File: src/rtl/spi_sram_target.sv
// SPI mode-0 target bridging a serial read/write command stream to a byte-wide SRAM port.
// All SPI inputs are resynchronised into clk; spi_clk must stay high/low for >= SCK_MIN_HALF clk.
module spi_sram_target #(
    parameter int unsigned ADDR_BITS    = 16,
    parameter int unsigned SCK_MIN_HALF = 4
) (
    input  logic                 clk,
    input  logic                 rst_n,
    input  logic                 spi_clk,
    input  logic                 spi_select,
    input  logic                 spi_mosi,
    output logic                 spi_miso,
    output logic [ADDR_BITS-1:0] mem_addr,
    output logic                 mem_re,
    input  logic [7:0]           mem_rdata,
    output logic                 mem_we,
    output logic [7:0]           mem_wdata,
    output logic                 active
);

    localparam int unsigned RX_W  = (ADDR_BITS > 8) ? ADDR_BITS : 8;
    localparam int unsigned CNT_W = $clog2(RX_W);
    localparam logic [7:0]  CMD_READ  = 8'h03;
    localparam logic [7:0]  CMD_WRITE = 8'h02;

    // Read data lands 2 clk after the rise is seen; the following fall must come later.
    if (SCK_MIN_HALF < 3) begin : g_cfg_check
        $error("spi_sram_target: SCK_MIN_HALF must be at least 3");
    end

    typedef enum logic [2:0] {IDLE, CMD, ADDR, READ, WRITE, IGNORE} state_t;

    state_t               state, state_nxt;
    logic                 sck_s1, sck_s2, sck_q;
    logic                 sel_s1, sel_s2, sel_q;
    logic                 mosi_s1, mosi_s2;
    logic [CNT_W-1:0]     cnt, cnt_nxt;
    logic [RX_W-2:0]      rx, rx_nxt;
    logic [RX_W-1:0]      rx_shift;
    logic                 wr_intent, wr_intent_nxt;
    logic [7:0]           tx, tx_nxt;
    logic [7:0]           tx_buf, tx_buf_nxt;
    logic                 boundary, boundary_nxt;
    logic                 rd_pend;
    logic [ADDR_BITS-1:0] addr_nxt;
    logic                 miso_nxt, re_nxt, we_nxt;
    logic [7:0]           wdata_nxt;
    logic                 sck_rise, sck_fall, sel_fall;

    assign sck_rise = sck_s2 & ~sck_q;
    assign sck_fall = ~sck_s2 & sck_q;
    assign sel_fall = ~sel_s2 & sel_q;
    assign rx_shift = {rx, mosi_s2};

    // Select resets low, so a frame already running at reset release never shows a fall.
    always_ff @(posedge clk or negedge rst_n) begin
        if (!rst_n) begin
            sck_s1  <= 1'b0;
            sck_s2  <= 1'b0;
            sck_q   <= 1'b0;
            sel_s1  <= 1'b0;
            sel_s2  <= 1'b0;
            sel_q   <= 1'b0;
            mosi_s1 <= 1'b0;
            mosi_s2 <= 1'b0;
        end else begin
            sck_s1  <= spi_clk;
            sck_s2  <= sck_s1;
            sck_q   <= sck_s2;
            sel_s1  <= spi_select;
            sel_s2  <= sel_s1;
            sel_q   <= sel_s2;
            mosi_s1 <= spi_mosi;
            mosi_s2 <= mosi_s1;
        end
    end

    always_ff @(posedge clk or negedge rst_n) begin
        if (!rst_n) begin
            state     <= IDLE;
            cnt       <= '0;
            rx        <= '0;
            wr_intent <= 1'b0;
            tx        <= '0;
            tx_buf    <= '0;
            boundary  <= 1'b0;
            rd_pend   <= 1'b0;
            spi_miso  <= 1'b0;
            mem_addr  <= '0;
            mem_re    <= 1'b0;
            mem_we    <= 1'b0;
            mem_wdata <= '0;
            active    <= 1'b0;
        end else begin
            state     <= state_nxt;
            cnt       <= cnt_nxt;
            rx        <= rx_nxt;
            wr_intent <= wr_intent_nxt;
            tx        <= tx_nxt;
            tx_buf    <= tx_buf_nxt;
            boundary  <= boundary_nxt;
            rd_pend   <= mem_re;
            spi_miso  <= miso_nxt;
            mem_addr  <= addr_nxt;
            mem_re    <= re_nxt;
            mem_we    <= we_nxt;
            mem_wdata <= wdata_nxt;
            active    <= (state_nxt != IDLE);
        end
    end

    always_comb begin
        state_nxt     = state;
        cnt_nxt       = cnt;
        rx_nxt        = rx;
        wr_intent_nxt = wr_intent;
        tx_nxt        = tx;
        tx_buf_nxt    = tx_buf;
        boundary_nxt  = boundary;
        miso_nxt      = spi_miso;
        addr_nxt      = mem_addr;
        re_nxt        = 1'b0;
        we_nxt        = 1'b0;
        wdata_nxt     = mem_wdata;

        if (rd_pend) tx_buf_nxt = mem_rdata;
        // Address advances the cycle after a write strobe so the strobe sees the old address.
        if (mem_we) addr_nxt = mem_addr + ADDR_BITS'(1);

        if (state != IDLE && sel_s2) begin
            state_nxt    = IDLE;
            cnt_nxt      = '0;
            boundary_nxt = 1'b0;
            miso_nxt     = 1'b0;
        end else begin
            case (state)
                IDLE: begin
                    if (sel_fall) begin
                        state_nxt = CMD;
                        cnt_nxt   = '0;
                    end
                end
                CMD: begin
                    if (sck_rise) begin
                        rx_nxt  = rx_shift[RX_W-2:0];
                        cnt_nxt = cnt + CNT_W'(1);
                        if (cnt == CNT_W'(7)) begin
                            cnt_nxt = '0;
                            if (rx_shift[7:0] == CMD_READ) begin
                                state_nxt     = ADDR;
                                wr_intent_nxt = 1'b0;
                            end else if (rx_shift[7:0] == CMD_WRITE) begin
                                state_nxt     = ADDR;
                                wr_intent_nxt = 1'b1;
                            end else begin
                                state_nxt = IGNORE;
                            end
                        end
                    end
                end
                ADDR: begin
                    if (sck_rise) begin
                        rx_nxt  = rx_shift[RX_W-2:0];
                        cnt_nxt = cnt + CNT_W'(1);
                        if (cnt == CNT_W'(ADDR_BITS - 1)) begin
                            cnt_nxt  = '0;
                            addr_nxt = ADDR_BITS'(rx_shift);
                            if (wr_intent) begin
                                state_nxt = WRITE;
                            end else begin
                                state_nxt    = READ;
                                re_nxt       = 1'b1;
                                boundary_nxt = 1'b1;
                            end
                        end
                    end
                end
                READ: begin
                    // Prefetch on the 8th rise; tx_buf is swapped in at the following fall.
                    if (sck_rise) begin
                        cnt_nxt = cnt + CNT_W'(1);
                        if (cnt == CNT_W'(7)) begin
                            cnt_nxt      = '0;
                            addr_nxt     = mem_addr + ADDR_BITS'(1);
                            re_nxt       = 1'b1;
                            boundary_nxt = 1'b1;
                        end
                    end else if (sck_fall) begin
                        if (boundary) begin
                            miso_nxt     = tx_buf[7];
                            tx_nxt       = {tx_buf[6:0], 1'b0};
                            boundary_nxt = 1'b0;
                        end else begin
                            miso_nxt = tx[7];
                            tx_nxt   = {tx[6:0], 1'b0};
                        end
                    end
                end
                WRITE: begin
                    if (sck_rise) begin
                        rx_nxt  = rx_shift[RX_W-2:0];
                        cnt_nxt = cnt + CNT_W'(1);
                        if (cnt == CNT_W'(7)) begin
                            cnt_nxt   = '0;
                            we_nxt    = 1'b1;
                            wdata_nxt = rx_shift[7:0];
                        end
                    end
                end
                IGNORE: begin
                    state_nxt = IGNORE;
                end
                default: begin
                    state_nxt = IDLE;
                end
            endcase
        end
    end

endmodule

File: config.mk
export PLATFORM = sky130hd
export DESIGN_NAME = spi_sram_target
export DESIGN_NICKNAME = d
export VERILOG_FILES = /design/src/rtl/spi_sram_target.sv
export SDC_FILE = /design/constraint.sdc
export NUM_CORES = 1
export LEC_CHECK = 0
export BUFFER_PORTS_ARGS = -buffer_cell sky130_fd_sc_hd__buf_2
export CAP_MARGIN = 0
export CORE_ASPECT_RATIO = 0.9
export CORE_MARGIN = 4
export CORE_UTILIZATION = 53
export CTS_CLUSTER_DIAMETER = 150
export DETAILED_ROUTE_END_ITERATION = 7
export PLACE_DENSITY = 0.76
export SYNTH_ARGS = -nofsm -noshare
export SYNTH_HDL_FRONTEND = slang
export SYNTH_SLANG_ARGS = --single-unit
File: constraint.sdc
create_clock -name clk -period 1.9 [get_ports clk]
set_input_delay 0.19 -clock clk [delete_from_list [all_inputs] [get_ports clk]]
set_output_delay 0.19 -clock clk [all_outputs]
set_load 0.01 [all_outputs]
==> run summary <==
SYNTH
-------------------------------------------------------------------------------
Number of synthesized flops with an enable pin ...................            0
Cell count after synthesis .......................................          394
Async SR Flop Fraction ...........................................         1.00
Synthesized Nets .................................................          411
Distinct cells, synth ............................................           58
Sequential-to-total area share from yosys stat ...................        0.485
Proportion of netlist area held by the largest area contributor ..        0.485
Leading area contributor after synthesis .........................      dfrtp_1
YS warnings ......................................................            0
Synth top area cells ............................................. dfrtp_1, mux2_2, nand2_1
Post-synthesis sequential element count ..........................           76
Per-instance average area after synthesis ........................    9.96 um^2
Top_reg_cell synth ...............................................      dfrtp_1
Cell area after synthesis ........................................    3930 um^2

SETUP PATH
-------------------------------------------------------------------------------
Worst endpoint data arrival time .................................      2.23 ns
Kind of capture point of the worst setup path ....................         flop
FF-to-FF path depth ..............................................            5
Setup crit start ................................................. rx[3]$_DFFE_PN0P_
Terminus of the critical flop-to-flop path ....................... wr_intent$_DFFE_PN0P_
Setup slack of the most critical reg-to-reg path .................     -0.06 ns
Critical Path Start Type .........................................         flop
CP Max Fanout ....................................................            2
Critical path data required time .................................      2.17 ns
CP endpoint ...................................................... wr_intent$_DFFE_PN0P_
Startpoint-to-endpoint class of the critical path ................ flop to flop
Beginning of the worst register-to-register path ................. rx[3]$_DFFE_PN0P_

FINISH
-------------------------------------------------------------------------------
Layout cells sized above 1 .......................................        0.360
Register Area ....................................................    1910 um^2
Most common cell after layout, fill and taps aside ...............      dfrtp_1
Top library cells by usage in the layout, fill and taps aside .... dfrtp_1, buf_4, nand2_1
Area growth from synthesis to final layout .......................        30.2%
Filler instances .................................................          529
Area taken by multi-input logic gates ............................    1990 um^2
Final nets .......................................................          513
Antenna Diode Count ..............................................            0

FLOORPLAN
-------------------------------------------------------------------------------
Number of core rows ..............................................           29
Placeable Area ...................................................    7110 um^2
Die Outline Area .................................................    8850 um^2
I/O Pins .........................................................           41
Initial Util .....................................................        0.552
Die height .......................................................      89.6 um
Die extent in x ..................................................      98.7 um

WORST HOLD PATH
-------------------------------------------------------------------------------
Hold Crit Class .................................................. input port to flop
Worst hold path startpoint ....................................... mem_rdata[4]

PWR
-------------------------------------------------------------------------------
Overall Power ....................................................    0.00367 W
Power per standard cell area .....................................  719 nW/um^2
Worst-case vdd ir drop ...........................................   0.000573 V
Leakage component of the power ...................................      2.41 nW

DETAILED ROUTING
-------------------------------------------------------------------------------
Top layer in use .................................................         met4
Wire length the detailed router placed on met1 ...................      4.60 mm
Routed met3 length ...............................................       895 um
Initial DRC Count ................................................          363
First-pass DRT Iterations ........................................            5
Wire per inst ....................................................      18.7 um
Metal2 WL ........................................................      5.14 mm
Drc violations ...................................................            0
Post-route antenna net violation count ...........................            0
Ratio of routed vias to standard cells ...........................         6.05
Wirelength, routed ...............................................      11.1 mm
Number of vias in the routed layout ..............................         3590

STA
-------------------------------------------------------------------------------
Hold violation total from the final report .......................            0
Post-Route Setup TNS .............................................    -0.118 ns
Slew at the pin closest to its max-slew limit ....................     0.815 ns
Highest clock rate ...............................................      511 MHz
RSZ-0062 raised after global routing .............................         true
Total count of max-transition violations in the final report .....            0
Tightest slew margin relative to the limit .......................        0.455
Layout Skew ......................................................   0.00937 ns
Time the worst path needs with I/O delays and setup ..............      1.96 ns
Setup-failing EPs final ..........................................            3
Fraction of the cycle the final worst path needs .................         1.03
Worst setup margin ...............................................   -0.0573 ns

CLOCKING
-------------------------------------------------------------------------------
Clock root buffer master .........................................     clkbuf_8
CTS tree .........................................................        built
Number of clock sinks ............................................           76
Clock slew at reported path FFs ..................................      0.08 ns
TritonCTS buffer count ...........................................            9
Clock latency on the worst-skew pair .............................      0.35 ns
Deepest level of the CTS H-tree ..................................            3
Number of buffers between clock root and the deepest sink ........            2

GLOBAL ROUTING
-------------------------------------------------------------------------------
Total overflow reported by the global router .....................            0
Wire length of the first global-routing pass .....................      17.8 mm
Initial antenna violation count ..................................            0
Total routing usage reported by global routing ...................        0.257
Maximum number of pins on one net before global-route repair .....           42
Number of global-route vias before repair ........................         3622

PLACEMENT
-------------------------------------------------------------------------------
Buffers added on ports ...........................................           40
Placed wire-length estimate after detailed placement .............      7.64 mm
Final weighted congestion of routability-driven global placement .        0.962

FLOW RUN
-------------------------------------------------------------------------------
Max Cap Violations ...............................................            0

STATUS
-------------------------------------------------------------------------------
Violations in the final reports .................................. setup timing
Run status ....................................................... complete, but fails checks

==> flip-flops by register name, summed over array words and instances (netlist names), 3 cells and up <==
register	flops
mem_addr	16
mem_wdata	8
tx	7
state	3
tx_buf	8
rx	15
cnt	4
==> synthesized netlist by cell type (2+ instances only) <==
| library cell | n |
|---|---|
| a21o_1 | 4 |
| a21oi_1 | 10 |
| a22oi_1 | 5 |
| a31oi_1 | 3 |
| a41oi_1 | 2 |
| and3_1 | 5 |
| buf_2 | 11 |
| clkbuf_1 | 12 |
| dfrtp_1 | 76 |
| ha_1 | 4 |
| inv_1 | 8 |
| mux2_2 | 23 |
| mux2i_1 | 11 |
| nand2_1 | 55 |
| nand2b_1 | 6 |
| nand3_1 | 12 |
| nand4_1 | 11 |
| nand4b_1 | 2 |
| nor2_1 | 14 |
| nor2b_1 | 9 |
| nor3_1 | 11 |
| nor3_2 | 3 |
| nor3b_1 | 3 |
| nor4_1 | 7 |
| o211ai_1 | 2 |
| o21a_1 | 2 |
| o21ai_0 | 24 |
| o22ai_1 | 6 |
| o31ai_1 | 5 |
| o32ai_1 | 2 |
| or3_1 | 2 |
| or4_1 | 4 |
| xnor2_1 | 8 |
| xor2_1 | 8 |
==> worst min-delay path by stage <==
stage                       endpoint  slack (ns)  cells after the start
2_1_floorplan       active$_DFF_PN0_       -0.11                      0
3_3_place_gp      cnt[3]$_DFFE_PN0P_        0.19                      1
3_5_place_dp      cnt[2]$_DFFE_PN0P_        0.19                      1
4_1_cts        tx_buf[1]$_DFFE_PN0P_        0.05                      2
5_1_grt        tx_buf[1]$_DFFE_PN0P_        0.04                      2
6_report       tx_buf[4]$_DFFE_PN0P_        0.07                      2
==> cells by family after synthesis <==
kind of cell	after synthesis	synth area share
flops	76	0.485
mux	34	0.0940
compound gates	76	0.127
simple gates	154	0.208
xor+xnor	16	0.0357
fa+ha+maj	4	0.0128
buf+inv	34	0.0379
==> power breakdown <==
part           total, W  internal (W)  switching, W
combinational  0.000365      0.000176      0.000189
sequential      0.00169       0.00166     0.0000313
clock           0.00162       0.00100      0.000614
==> area by class of cell <==
class,instances,area share
sequential,76,0.373
clock inverter,6,0.0269
tap,93,0.0228
clock buffer,9,0.0242
multi-input combinational,284,0.389
timing repair buffer,116,0.157
inverter,9,0.00661
==> layer usage <==
layer	track usage	vias to the layer above
li1	-	1631
met1	0.335	1703
met2	0.413	198
met3	0.0625	58
met4	0.117	0
met5	0	-
==> stage by stage <==
step / util / instances / setup slack, ns / hold WS (ns) / instance area (um^2)
floorplan: - / 394 / 0.000966 / -0.106 / 3930
global placement: 0.653 / 569 / -0.0279 / 0.187 / 4640
detailed placement: 0.653 / 569 / -0.0590 / 0.188 / 4640
CTS: 0.702 / 588 / -0.00279 / 0.0547 / 4990
global route: 0.718 / 593 / -0.112 / 0.0438 / 5110
finish: 0.718 / 593 / -0.0573 / 0.0668 / 5110
==> worst max-delay path, stage by stage, from the launching register on <==
cell,delay (ns)
dfrtp_1,0.40
or4b_4,0.57
nor4_4,0.17
or3b_4,0.44
nor2_4,0.11
mux2i_1,0.19
==> timing repair <==
item                       CTS  global route
resized for setup            9            20
hold buffers                 4             0
pin swaps                    0             7
setup endpoints to repair    5            42
buffers inserted             0             5
hold endpoints to repair    38             0
Note: power is estimated with default switching activity, not from simulation.
